### config.mk
export PLATFORM = sky130hd
export DESIGN_NAME = latch_gate_seq
export DESIGN_NICKNAME = d
export VERILOG_FILES = /design/src/rtl/latch_gate_seq.sv
export SDC_FILE = /design/constraint.sdc
export NUM_CORES = 1
export LEC_CHECK = 0
export CORE_MARGIN = 5
export CORE_UTILIZATION = 55
export CTS_CLUSTER_SIZE = 24
export DETAILED_ROUTE_END_ITERATION = 10
export DONT_BUFFER_PORTS = 1
export PLACE_DENSITY = 0.7
export SLEW_MARGIN = 30
export SYNTH_ARGS = -nofsm -noshare
export SYNTH_HDL_FRONTEND = slang
export SYNTH_SLANG_ARGS = --single-unit
### constraint.sdc
create_clock -name clk -period 6 [get_ports clk]
set_input_delay 1.5 -clock clk [delete_from_list [all_inputs] [get_ports clk]]
set_output_delay 1.5 -clock clk [all_outputs]
set_load 0.05 [all_outputs]
### src/rtl/latch_gate_seq.sv
// Transmit-side sequencer for a level-sensitive capture register: presents a
// word, holds it through a setup window, then opens the gate for a fixed pulse.
module latch_gate_seq #(
  parameter int DW        = 8,
  parameter int CW        = 4,
  parameter int SETUP_CYC = 1,
  parameter int GATE_CYC  = 1
) (
  input  logic          clk,
  input  logic          rstn,
  input  logic          start,
  input  logic [DW-1:0] init_data,
  input  logic [CW-1:0] num_words,
  output logic [DW-1:0] data_o,
  output logic          gate_o,
  output logic          busy,
  output logic          done,
  output logic [CW-1:0] word_cnt
);

  localparam int PMAX = (SETUP_CYC > GATE_CYC) ? SETUP_CYC : GATE_CYC;
  localparam int PW   = (PMAX > 1) ? $clog2(PMAX) : 1;

  typedef enum logic [1:0] {IDLE, SETUP, GATE, DONE} state_t;

  state_t        state, state_n;
  logic [PW-1:0] phase, phase_n;
  logic [CW-1:0] num_q, num_n, cnt_n;
  logic [DW-1:0] data_n;
  logic          setup_last, gate_last, last_word;

  assign setup_last = (phase == PW'(SETUP_CYC - 1));
  assign gate_last  = (phase == PW'(GATE_CYC - 1));
  assign last_word  = (word_cnt == num_q - CW'(1));

  always_comb begin
    state_n = state;
    phase_n = phase;
    num_n   = num_q;
    cnt_n   = word_cnt;
    data_n  = data_o;
    case (state)
      IDLE: begin
        if (start) begin
          if (num_words != '0) begin
            data_n  = init_data;
            cnt_n   = '0;
            num_n   = num_words;
            phase_n = '0;
            state_n = SETUP;
          end else begin
            state_n = DONE;
          end
        end
      end
      SETUP: begin
        if (setup_last) begin
          phase_n = '0;
          state_n = GATE;
        end else begin
          phase_n = phase + PW'(1);
        end
      end
      GATE: begin
        if (gate_last) begin
          phase_n = '0;
          if (last_word) begin
            state_n = DONE;
          end else begin
            // Data advances on the same edge the gate closes.
            cnt_n   = word_cnt + CW'(1);
            data_n  = data_o + DW'(1);
            state_n = SETUP;
          end
        end else begin
          phase_n = phase + PW'(1);
        end
      end
      DONE:    state_n = IDLE;
      default: state_n = IDLE;
    endcase
  end

  // Outputs are registered from the next state so they line up with it.
  always_ff @(posedge clk or negedge rstn) begin
    if (!rstn) begin
      state    <= IDLE;
      phase    <= '0;
      num_q    <= '0;
      word_cnt <= '0;
      data_o   <= '0;
      gate_o   <= 1'b0;
      busy     <= 1'b0;
      done     <= 1'b0;
    end else begin
      state    <= state_n;
      phase    <= phase_n;
      num_q    <= num_n;
      word_cnt <= cnt_n;
      data_o   <= data_n;
      gate_o   <= (state_n == GATE);
      busy     <= (state_n != IDLE);
      done     <= (state_n == DONE);
    end
  end

endmodule

After elaboration in Yosys (flattened, before gate mapping)
Index checks and enable logic that the tools add are counted.
{"block": "op_classes", "addsub": 4, "eq_ne": 10, "n_reduce_logical": 9, "n_mux": 20}
{"cell": "$mux 8", "n": 4}
{"cell": "$mux 4", "n": 4}
{"cell": "$pmux 8 s2", "n": 1}
{"cell": "$mux 2", "n": 5}
{"cell": "$add 8x1->8 const B", "n": 1}
{"cell": "$eq 2x2->1 const B", "n": 4}
{"cell": "$ne 2x2->1 const B", "n": 4}
{"cell": "$pmux 2 s4", "n": 1}
{"cell": "$pmux 4 s2", "n": 1}
{"cell": "$reduce_and 3->1", "n": 2}
{"cell": "$reduce_bool 2->1", "n": 3}
{"cell": "$reduce_and 5->1", "n": 1}
{"cell": "$add 4x1->4 const B", "n": 1}
{"cell": "$eq 4x4->1", "n": 1}
{"cell": "$reduce_bool 4->1", "n": 1}
{"cell": "$sub 4x1->4 const B", "n": 1}
{"cell": "$mux 1", "n": 3}
{"cell": "$eq 2x1->1 const B", "n": 1}
{"cell": "$logic_not 2->1", "n": 1}
{"cell": "$pmux 1 s2", "n": 1}
{"cell": "$reduce_or 2->1", "n": 1}
{"cell": "$add 1x1->1 const B", "n": 1}
{"block": "totals", "wordCells": 51, "in_bits": 15, "regBits": 22, "out_inout_bits": 15}

Logic depth before layout (Yosys ltp)
Gate-level depths: netlist of run 1.
{"block": "depth", "depth_word": 6, "ltp_mapped": 7, "mapped_depth_nobuf": 6}

Worst setup path after synthesis of run 1
OpenSTA, ideal clock, no wires.
{"block": "synth_timing", "path_kind": "in2reg", "startpoint": "input num_words[1]", "endpoint": "register data_o[7]", "path_buffers": 0, "required_ns": 5.862, "setup_ns": 0.138, "slack_ns": 3.116, "stages": 4, "t_arrival_ns": 2.745, "path_cell_list": "or4_4 -> o21ai_4 -> a211oi_1 -> or4_1"}
{"block": "synth_via", "elab_chain_len": 3}
{"item": "start, declared", "line_no": "13", "text": "input logic [CW-1:0] num_words,"}
{"item": "$reduce_bool 4->1", "line_no": "45", "text": "if (num_words != '0) begin"}
{"item": "$ne 2x2->1 (no line)"}
{"item": "$reduce_and 5->1 (no line)"}
{"item": "end signal, assigned", "line_no": "100", "text": "data_o <= data_n;"}
{"item": "end, declared", "line_no": "14", "text": "output logic [DW-1:0] data_o,"}
Every way passes these cells.
A chain may end at the register's enable or synchronous reset.

Final worst setup path of run 1
Ends and elaborated chain as after synthesis.

==> impl_metrics.py, run 1 <==
metrics = {
    "clock_network": {
        "cts_tree": "done",
        "cts.htree.levels": 1,
        "numClockSinks": 21,
        "clk_latency_ns": 0.31,
        "path_clk_slew_ns": 0.11,
        "clockBufferDepth": 2,
        "postCtsSetupRepairBufs": 0,
        "ctsHoldBuffers": 0,
        "post_cts_resized": 0,
        "cts_buffers": 3,
        "clockRootBuffer": "clkbuf_4",
    },
    "power_and_ir_drop": {
        "seqPwrFrac": 0.529,
        "switching_share": 0.551,
        "powerDensity_nw_per_um2": 633,
        "p_switching_w": 0.000459,
        "p_leak_nw": 0.555,
        "irDropWorstVdd_v": 0.000403,
        "pwr-share-comb": 0.388,
        "internal_power_w": 0.000373,
        "p_clk_frac": 0.082,
    },
    "timing": {
        "slew_viol_final": 0,
        "fmax_mhz": 381,
        "hold_viol": 0,
        "fin_crit_sh": 0.437,
        "setup_viol": 0,
        "slew-limit-headroom": 0.563,
        "rsz0062_at_grt": "no",
        "fin_crit_ns": 2.62,
        "fin_tns_setup_ns": 0,
        "worst-slew-pin-transition_ns": 0.655,
        "skew_ns": 0.0108,
    },
    "floorplan": {
        "initial_core_util": 0.580,
        "die_area_sq_um": 3430,
        "fp.dieH_microns": 58.5,
        "core_area_sq_um": 2230,
        "die_width_microns": 58.5,
        "rows": 17,
        "io_pins": 30,
    },
    "worst_setup_path": {
        "max_stage_delay_ns": 0.56,
        "path_cells": "or4_4 -> o21ai_4 -> a211oi_1 -> or4_1",
        "startpoint_type": "input port",
        "crit_required_ns": 6.19,
        "criticalPathCategory": "input port to flip-flop",
        "cpMaxStageDelayCell": "or4_4",
        "critical_path.max_fanout": 7,
        "setup.worst_path.end_class": "flip-flop",
        "critPathArrivalTime_ns": 2.81,
    },
    "global_routing": {
        "grt.overflow.total": 0,
        "gr-usage-all-layers": 0.172,
        "grt_first_pass_wirelength_mm": 4.64,
        "grt_pass1_vias": 942,
        "grt_max_degree": 22,
        "antenna_found_initial": 0,
    },
    "synthesis": {
        "ys_async_sr_fraction": 1.00,
        "yosys-top-cells-area": "dfrtp_1, a211oi_1, a22o_1",
        "seq_area_frac_synth": 0.406,
        "synth_cell_type_count": 50,
        "yosys-top-cells-count": "dfrtp_1, nand2_1, nor2_1, a211oi_1",
        "synth_ff_type": "dfrtp_1",
        "yosysWarnings": 0,
        "synth_edf_count": 0,
        "syn_area_sq_um": 1290,
        "syn_inst": 124,
        "synth_area_leader_cell": "dfrtp_1",
        "syn_area_per_cell_sq_um": 10.4,
        "yosysTopAreaCellShare": 0.406,
        "synth_seq_cells": 21,
        "synth.most_common_cell": "dfrtp_1",
        "syn-num-nets": 142,
    },
    "run": {
        "maxCapViolations": 0,
    },
    "placement": {
        "hpwl_mm": 1.95,
        "place.gp.congestion": 0.742,
        "portBuffers": 0,
    },
    "drt": {
        "antenna_left": 0,
        "via_per_inst": 6.45,
        "drtIter0Drc": 43,
        "drt-total-wl_mm": 2.62,
        "post_drt_wl_per_cell_microns": 17.4,
        "drtPass1Iterations": 4,
        "drcViolationCount": 0,
        "vias": 974,
    },
    "layout": {
        "area_growth_pct": 1.45,
        "fin_util": 0.588,
        "final.fill_count": 205,
        "layout.nets": 142,
        "drive_above_1_share": 0.138,
        "antenna_cells": 0,
    },
    "outcome": {
        "status": "completed",
    },
    "hold_path": {
        "hold_class": "flip-flop to flip-flop",
    },
}
-- placed cells by master, fill, tap and decap left out, types with 2 or more instances in the layout --
cell type | netlist | routed
dfrtp_1 | 21 | 21
nand2_1 | 11 | 11
nor2_1 | 10 | 10
a211oi_1 | 7 | 7
inv_1 | 6 | 6
a22o_1 | 6 | 6
a2bb2oi_1 | 4 | 4
nor3_1 | 3 | 3
nand3_1 | 3 | 3
ha_1 | 3 | 3
clkbuf_4 | 0 | 3
xor2_1 | 2 | 2
a21oi_1 | 2 | 2
o21ai_0 | 2 | 2
nand4_1 | 2 | 2
a31oi_1 | 2 | 2
and4_1 | 2 | 2
o211ai_1 | 2 | 2
a32oi_1 | 2 | 2
o22ai_1 | 2 | 2
-- area by class of cell --
class,count,area (sq um),share of cell area
Inverter,6,22.5,0.0171
Multi-Input combinational cell,92,703,0.535
Clock inverter,1,5.00,0.00381
Tap cell,28,35.0,0.0267
Clock buffer,3,22.5,0.0171
Sequential cell,21,526,0.400
-- routing by layer --
layer / global-route usage / vias up / part of all wire
met4: 0.0662 / 0 / 0.023
met1: 0.231 / 459 / 0.46
li1: - / 472 / -
met5: 0 / - / 0
met2: 0.258 / 36 / 0.44
met3: 0.0526 / 7 / 0.078
-- final timing paths --
check	startpoint	to	slack [ns]	cells past startpoint
worst max-delay path	num_words[1]	data_o[7]	3.38	4
worst min-delay path	num_q[3]	num_q[3]	0.58	1
worst max register to register	word_cnt[2]	data_o[1]	3.76	4
worst min register to register	num_q[3]	num_q[3]	0.58	1
max in group asynchronous	rstn	word_cnt[0]	5.06	0
min in group asynchronous	rstn	data_o[6]	0.86	0
-- kinds of logic after synthesis --
group	synth area share
compound gates	0.250
xor+xnor	0.0628
fa+ha+maj	0.0290
buf+inv	0.0512
flops	0.406
mux	0.0251
simple gates	0.176
-- flip-flops by register name (all words and copies together) (netlist names) --
signal    flops
done          1
busy          1
gate_o        1
word_cnt      4
state         2
num_q         4
data_o        8
-- through the flow --
step                      instance area, sq um  setup slack [ns]  std cells  total power [W]  hold WS, ns
final                                     1310              3.38        151         0.000832        0.576
after global routing                      1310              3.32        151         0.000893        0.607
after CTS                                 1310              3.38        151         0.000835        0.581
after detailed placement                  1290              3.06        147         0.000763        0.553
after global placement                    1290              3.08        147         0.000754        0.554
after floorplan                           1290              3.12        124         0.000707        0.520
-- power by group through the flow --
stage / clock [W] / sequential (W) / combinational [W]
5_1_grt: 0.0000783 / 0.000453 / 0.000362
6_report: 0.0000685 / 0.000440 / 0.000323
3_5_place_dp: 0 / 0.000443 / 0.000321
3_3_place_gp: 0 / 0.000440 / 0.000314
4_1_cts: 0.0000716 / 0.000439 / 0.000324
2_1_floorplan: 0 / 0.000415 / 0.000293
-- critical path: cells and delay by family --
| family | cells | cell delay, ns |
|---|---|---|
| and+or+nand+nor | 2 | 0.96 |
| AOI/OAI and AO/OA | 2 | 0.34 |
No activity file was read; power rests on OpenSTA's default activity.
==> run 2, diff against run 1 <==
Settings changed: PLACE_DENSITY 0.7 to 0.73.
Clock period 6 ns to 2.3 ns, I/O delays scaled along.
==> impl_metrics.py, run 2 (synthesis gave the netlist of run 1 again) <==
metrics = {
    "outcome": {
        "status": "completed",
    },
    "global_routing": {
        "grt_first_pass_wirelength_mm": 4.57,
        "grt_max_degree": 22,
        "gr-usage-all-layers": 0.172,
        "grt.overflow.total": 0,
        "antenna_found_initial": 0,
        "grt_pass1_vias": 976,
    },
    "timing": {
        "hold_viol": 0,
        "slew-limit-headroom": 0.626,
        "fin_crit_sh": 0.867,
        "fin_crit_ns": 1.99,
        "worst-slew-pin-transition_ns": 0.561,
        "rsz0062_at_grt": "no",
        "skew_ns": 0.00695,
        "slew_viol_final": 0,
        "fin_tns_setup_ns": 0,
        "setup_viol": 0,
        "fmax_mhz": 501,
    },
    "placement": {
        "place.gp.congestion": 0.789,
        "hpwl_mm": 2.05,
        "portBuffers": 0,
    },
    "clock_network": {
        "path_clk_slew_ns": 0.11,
        "clockRootBuffer": "clkbuf_4",
        "numClockSinks": 21,
        "post_cts_resized": 0,
        "cts_buffers": 3,
        "clk_latency_ns": 0.30,
        "cts_tree": "done",
        "clockBufferDepth": 2,
        "cts.htree.levels": 1,
    },
    "layout": {
        "multi_input_area_sq_um": 703,
        "antenna_cells": 0,
        "area_growth_pct": 8.12,
        "final_common_cell": "dfrtp_1",
        "layout.nets": 154,
        "final.fill_count": 197,
        "drive_above_1_share": 0.207,
        "top_register": "data_o",
        "largest_register_ffs": 8,
        "reg_top3": "data_o (8), num_q (4), word_cnt (4)",
        "final_cell_mix": "dfrtp_1, nand2_1, buf_4, nor2_1, a211oi_1",
        "regArea_sq_um": 526,
    },
    "worst_setup_path": {
        "criticalPathCategory": "flip-flop to flip-flop",
        "setup.worst_path.end_class": "flip-flop",
        "crit_required_ns": 2.48,
        "startpoint_type": "flip-flop",
        "reg2reg_depth": 6,
        "critPathArrivalTime_ns": 2.18,
        "max_stage_delay_ns": 0.43,
        "critical_path.max_fanout": 9,
        "cpMaxStageDelayCell": "dfrtp_1",
        "path_cells": "inv_1 -> ha_1 -> xor2_1 -> and4_4 -> a211oi_1 -> or4_1",
    },
    "drt": {
        "dr.max_layer_used": "met4",
        "drcViolationCount": 0,
        "post_drt_wl_per_cell_microns": 16.6,
        "route.met3.wl_microns": 182,
        "drtIter0Drc": 31,
        "drt-total-wl_mm": 2.70,
        "via_per_inst": 6.20,
        "antenna_left": 0,
        "vias": 1011,
        "wl_met1_mm": 1.23,
        "met2_length_mm": 1.27,
        "drtPass1Iterations": 4,
    },
    "floorplan": {
        "die_area_sq_um": 3430,
        "die_width_microns": 58.5,
        "rows": 17,
        "io_pins": 30,
        "initial_core_util": 0.580,
        "core_area_sq_um": 2230,
        "fp.dieH_microns": 58.5,
    },
    "run": {
        "maxCapViolations": 0,
    },
    "power_and_ir_drop": {
        "p_leak_nw": 0.611,
        "powerDensity_nw_per_um2": 1640,
        "p_total_w": 0.00230,
        "irDropWorstVdd_v": 0.000792,
    },
    "hold_path": {
        "hold_class": "input port to async pin",
    },
}
==> run 2: cell count changes in the layout (fill, tap and decap cells not counted), sizes merged <==
| cell | delta |
|---|---|
| buf | +12 |
| clkbuf | +1 |
| clkinv | -1 |
==> run 2: what timing repair did <==
action                                 CTS  global route
endpoints found under the hold margin   21             0
hold buffers                             1             0
setup buffers                            0             0
==> run 2: cell type report <==
| type | instances | share of cell area |
|---|---|---|
| repair buffers | 12 | 0.0626 |
| clock buffers | 4 | 0.0188 |
| inverters | 6 | 0.0161 |
| flip-flops and latches | 21 | 0.375 |
| well taps | 28 | 0.0250 |
| multi-input cells | 92 | 0.502 |
==> run 2: final timing paths <==
path,startpoint,endpoint,slack (ns)
worst max-delay path,num_q[0],data_o[7],0.31
worst min register to register,data_o[1],data_o[1],0.54
max in group asynchronous,rstn,num_q[1],1.76
min in group clk,num_words[2],num_q[2],0.42
worst min-delay path,rstn,data_o[5],0.21
worst max register to register,num_q[0],data_o[7],0.31
==> run 2: worst max-delay path: cells and delay by family, from the launching register on <==
kind                       cells  cell delay (ns)
xor gates and xnor gates       1             0.23
AOI/OAI and AO/OA              1             0.09
and+or+nand+nor                2             0.76
adders and majority gates      1             0.30
DFF                            1             0.43
buffers and inverters          1             0.07
==> run 2: power breakdown <==
part | internal, W | switching, W
logic | 0.000488 | 0.000839
registers | 0.000527 | 0.000270
clock network | 0.0000675 | 0.000106
==> run 2: through the flow <==
stage / setup slack (ns) / cells / hold slack (ns) / area, sq um / utilization
final: 0.306 / 163 / 0.214 / 1400 / 0.627
after global routing: 0.190 / 163 / 0.232 / 1400 / 0.627
after CTS: 0.287 / 163 / 0.395 / 1410 / 0.629
after detailed placement: 0.259 / 158 / 0.280 / 1370 / 0.613
after global placement: 0.307 / 158 / 0.280 / 1370 / 0.613
after floorplan: 0.161 / 124 / 0.279 / 1290 / -
==> run 2: metal layers <==
| layer | track usage | vias to the layer above |
|---|---|---|
| li1 | - | 498 |
| met1 | 0.250 | 481 |
| met2 | 0.255 | 30 |
| met3 | 0.0307 | 2 |
| met4 | 0.0596 | 0 |
| met5 | 0 | - |
==> run 3, diff against run 2 <==
Settings changed: CTS_CLUSTER_DIAMETER from default to 60, PLACE_DENSITY 0.73 to 0.7.
Clock period 2.3 ns to 2 ns, I/O delays scaled along.
==> impl_metrics.py, run 3 (synthesis gave the netlist of run 1 again) <==
metrics = {
    "global_routing": {
        "grt.overflow.total": 0,
        "grt_first_pass_wirelength_mm": 4.74,
        "gr-usage-all-layers": 0.180,
        "grt_max_degree": 22,
        "met2_usage": 0.298,
        "antenna_found_initial": 0,
        "top_usage_layer": "met2",
        "use_met3": 0.0439,
        "grt_pass1_vias": 1035,
        "gr-usage-met1": 0.221,
    },
    "worst_setup_path": {
        "cpMaxStageDelayCell": "or4_1",
        "critical_path.max_fanout": 4,
        "path_depth": 5,
        "max_stage_delay_ns": 0.53,
        "setup.worst_path.end_class": "flip-flop",
        "criticalPathCategory": "flip-flop to flip-flop",
        "reg2reg_depth": 5,
        "path_cells": "buf_4 -> nor3_2 -> xnor2_1 -> nor3_1 -> or4_1",
        "critical-path-top-delay-family": "simple AND/OR/NAND/NOR gates",
        "crit_required_ns": 2.20,
        "critPathArrivalTime_ns": 2.05,
        "startpoint_type": "flip-flop",
        "crit_buf_inv": 1,
    },
    "layout": {
        "largest_register_ffs": 8,
        "area_growth_pct": 13.7,
        "drive_above_1_share": 0.273,
        "final.fill_count": 203,
        "final_common_cell": "dfrtp_1",
        "finalInstanceArea_sq_um": 1470,
        "reg_top3": "data_o (8), num_q (4), word_cnt (4)",
        "final_cell_mix": "dfrtp_1, buf_4, nand2_1, nor2_1, a211oi_1",
        "antenna_cells": 0,
        "top_register": "data_o",
        "layout.nets": 162,
    },
    "clock_network": {
        "cts.htree.levels": 1,
        "clockBufferDepth": 2,
        "clk_latency_ns": 0.31,
        "cts_buffers": 3,
        "path_clk_slew_ns": 0.12,
        "cts_tree": "done",
        "clockRootBuffer": "clkbuf_4",
        "numClockSinks": 21,
    },
    "floorplan": {
        "die_width_microns": 58.5,
        "fp.dieH_microns": 58.5,
        "io_pins": 30,
        "rows": 17,
        "die_area_sq_um": 3430,
        "core_area_sq_um": 2230,
        "initial_core_util": 0.580,
    },
    "timing": {
        "fmax_mhz": 541,
        "fin_crit_sh": 0.924,
        "hold_viol": 0,
        "fin_tns_setup_ns": 0,
        "fin_hold_ws_ns": 0.124,
        "fin_ws_ns": 0.152,
        "worst-slew-pin-transition_ns": 0.482,
        "skew_ns": 0.00103,
        "fin_crit_ns": 1.85,
        "slew_viol_final": 0,
        "setup_viol": 0,
        "slew-limit-headroom": 0.679,
    },
    "placement": {
        "place_ws_ns": 0.105,
        "hpwl_mm": 2.16,
        "place.gp.congestion": 0.800,
        "portBuffers": 0,
        "placed_area_sq_um": 1420,
    },
    "drt": {
        "antenna_left": 0,
        "drt-total-wl_mm": 2.80,
        "drtPass1Iterations": 4,
        "drcViolationCount": 0,
        "post_drt_wl_per_cell_microns": 16.4,
        "drtIter0Drc": 26,
        "vias": 1044,
        "via_per_inst": 6.11,
    },
    "power_and_ir_drop": {
        "irDropWorstVdd_v": 0.00120,
        "p_leak_nw": 0.648,
        "powerDensity_nw_per_um2": 1890,
    },
    "hold_path": {
        "hold_class": "input port to async pin",
    },
    "outcome": {
        "status": "completed",
    },
    "run": {
        "maxCapViolations": 0,
    },
}
run 3: cell types whose count changed in the layout (fill, tap and decap cells not counted):
cell / delta
buf_4: +8
clkbuf_1: -1
clkinvlp_4: +1
dfrtp_1: -1
dfrtp_2: +1
xor2_1: -1
xor2_2: +1
run 3: per-layer routing:
metal	vias up	wire, microns
met3	7	179
met4	0	55
met1	506	1260
met2	24	1300
li1	507	-
met5	-	0
run 3: layout make-up:
type                            instances  area, sq um  share of cell area
Sequential cell                        21          527               0.358
Multi-Input combinational cell         92          711               0.483
Clock buffer                            3         22.5              0.0153
Timing Repair Buffer                   20          148               0.100
Inverter                                6         22.5              0.0153
Clock inverter                          1         7.51             0.00510
Tap cell                               28         35.0              0.0238
run 3: power breakdown:
part | total, W | leakage (nW) | internal [W] | switching, W
sequential | 0.000865 | 0.255 | 0.000608 | 0.000257
combinational | 0.00170 | 0.379 | 0.000659 | 0.00104
clock | 0.000215 | 0.0139 | 0.0000764 | 0.000139
total | 0.00278 | 0.648 | 0.00134 | 0.00144
run 3: timing repair:
item	4_1_cts	5_1_grt
endpoints found under the hold margin	21	0
setup endpoints to repair	0	1
buffers inserted	0	1
hold buffers	1	0
resized for setup	0	1
run 3: path summary, 6_finish.rpt:
check / startpoint / end / slack, ns
min in group clk: num_words[2] / num_q[2] / 0.32
worst min register to register: data_o[1] / data_o[1] / 0.57
worst max-delay path: num_q[0] / data_o[7] / 0.15
max in group asynchronous: rstn / word_cnt[2] / 1.52
worst min-delay path: rstn / gate_o / 0.12
worst max register to register: num_q[0] / data_o[7] / 0.15
run 3: per-stage QoR:
stage | total power [W] | std cells | util
final | 0.00278 | 171 | 0.659
after global routing | 0.00298 | 171 | 0.659
after CTS | 0.00277 | 170 | 0.655
after detailed placement | 0.00254 | 165 | 0.637
after global placement | 0.00251 | 165 | 0.637
after floorplan | 0.00212 | 124 | -
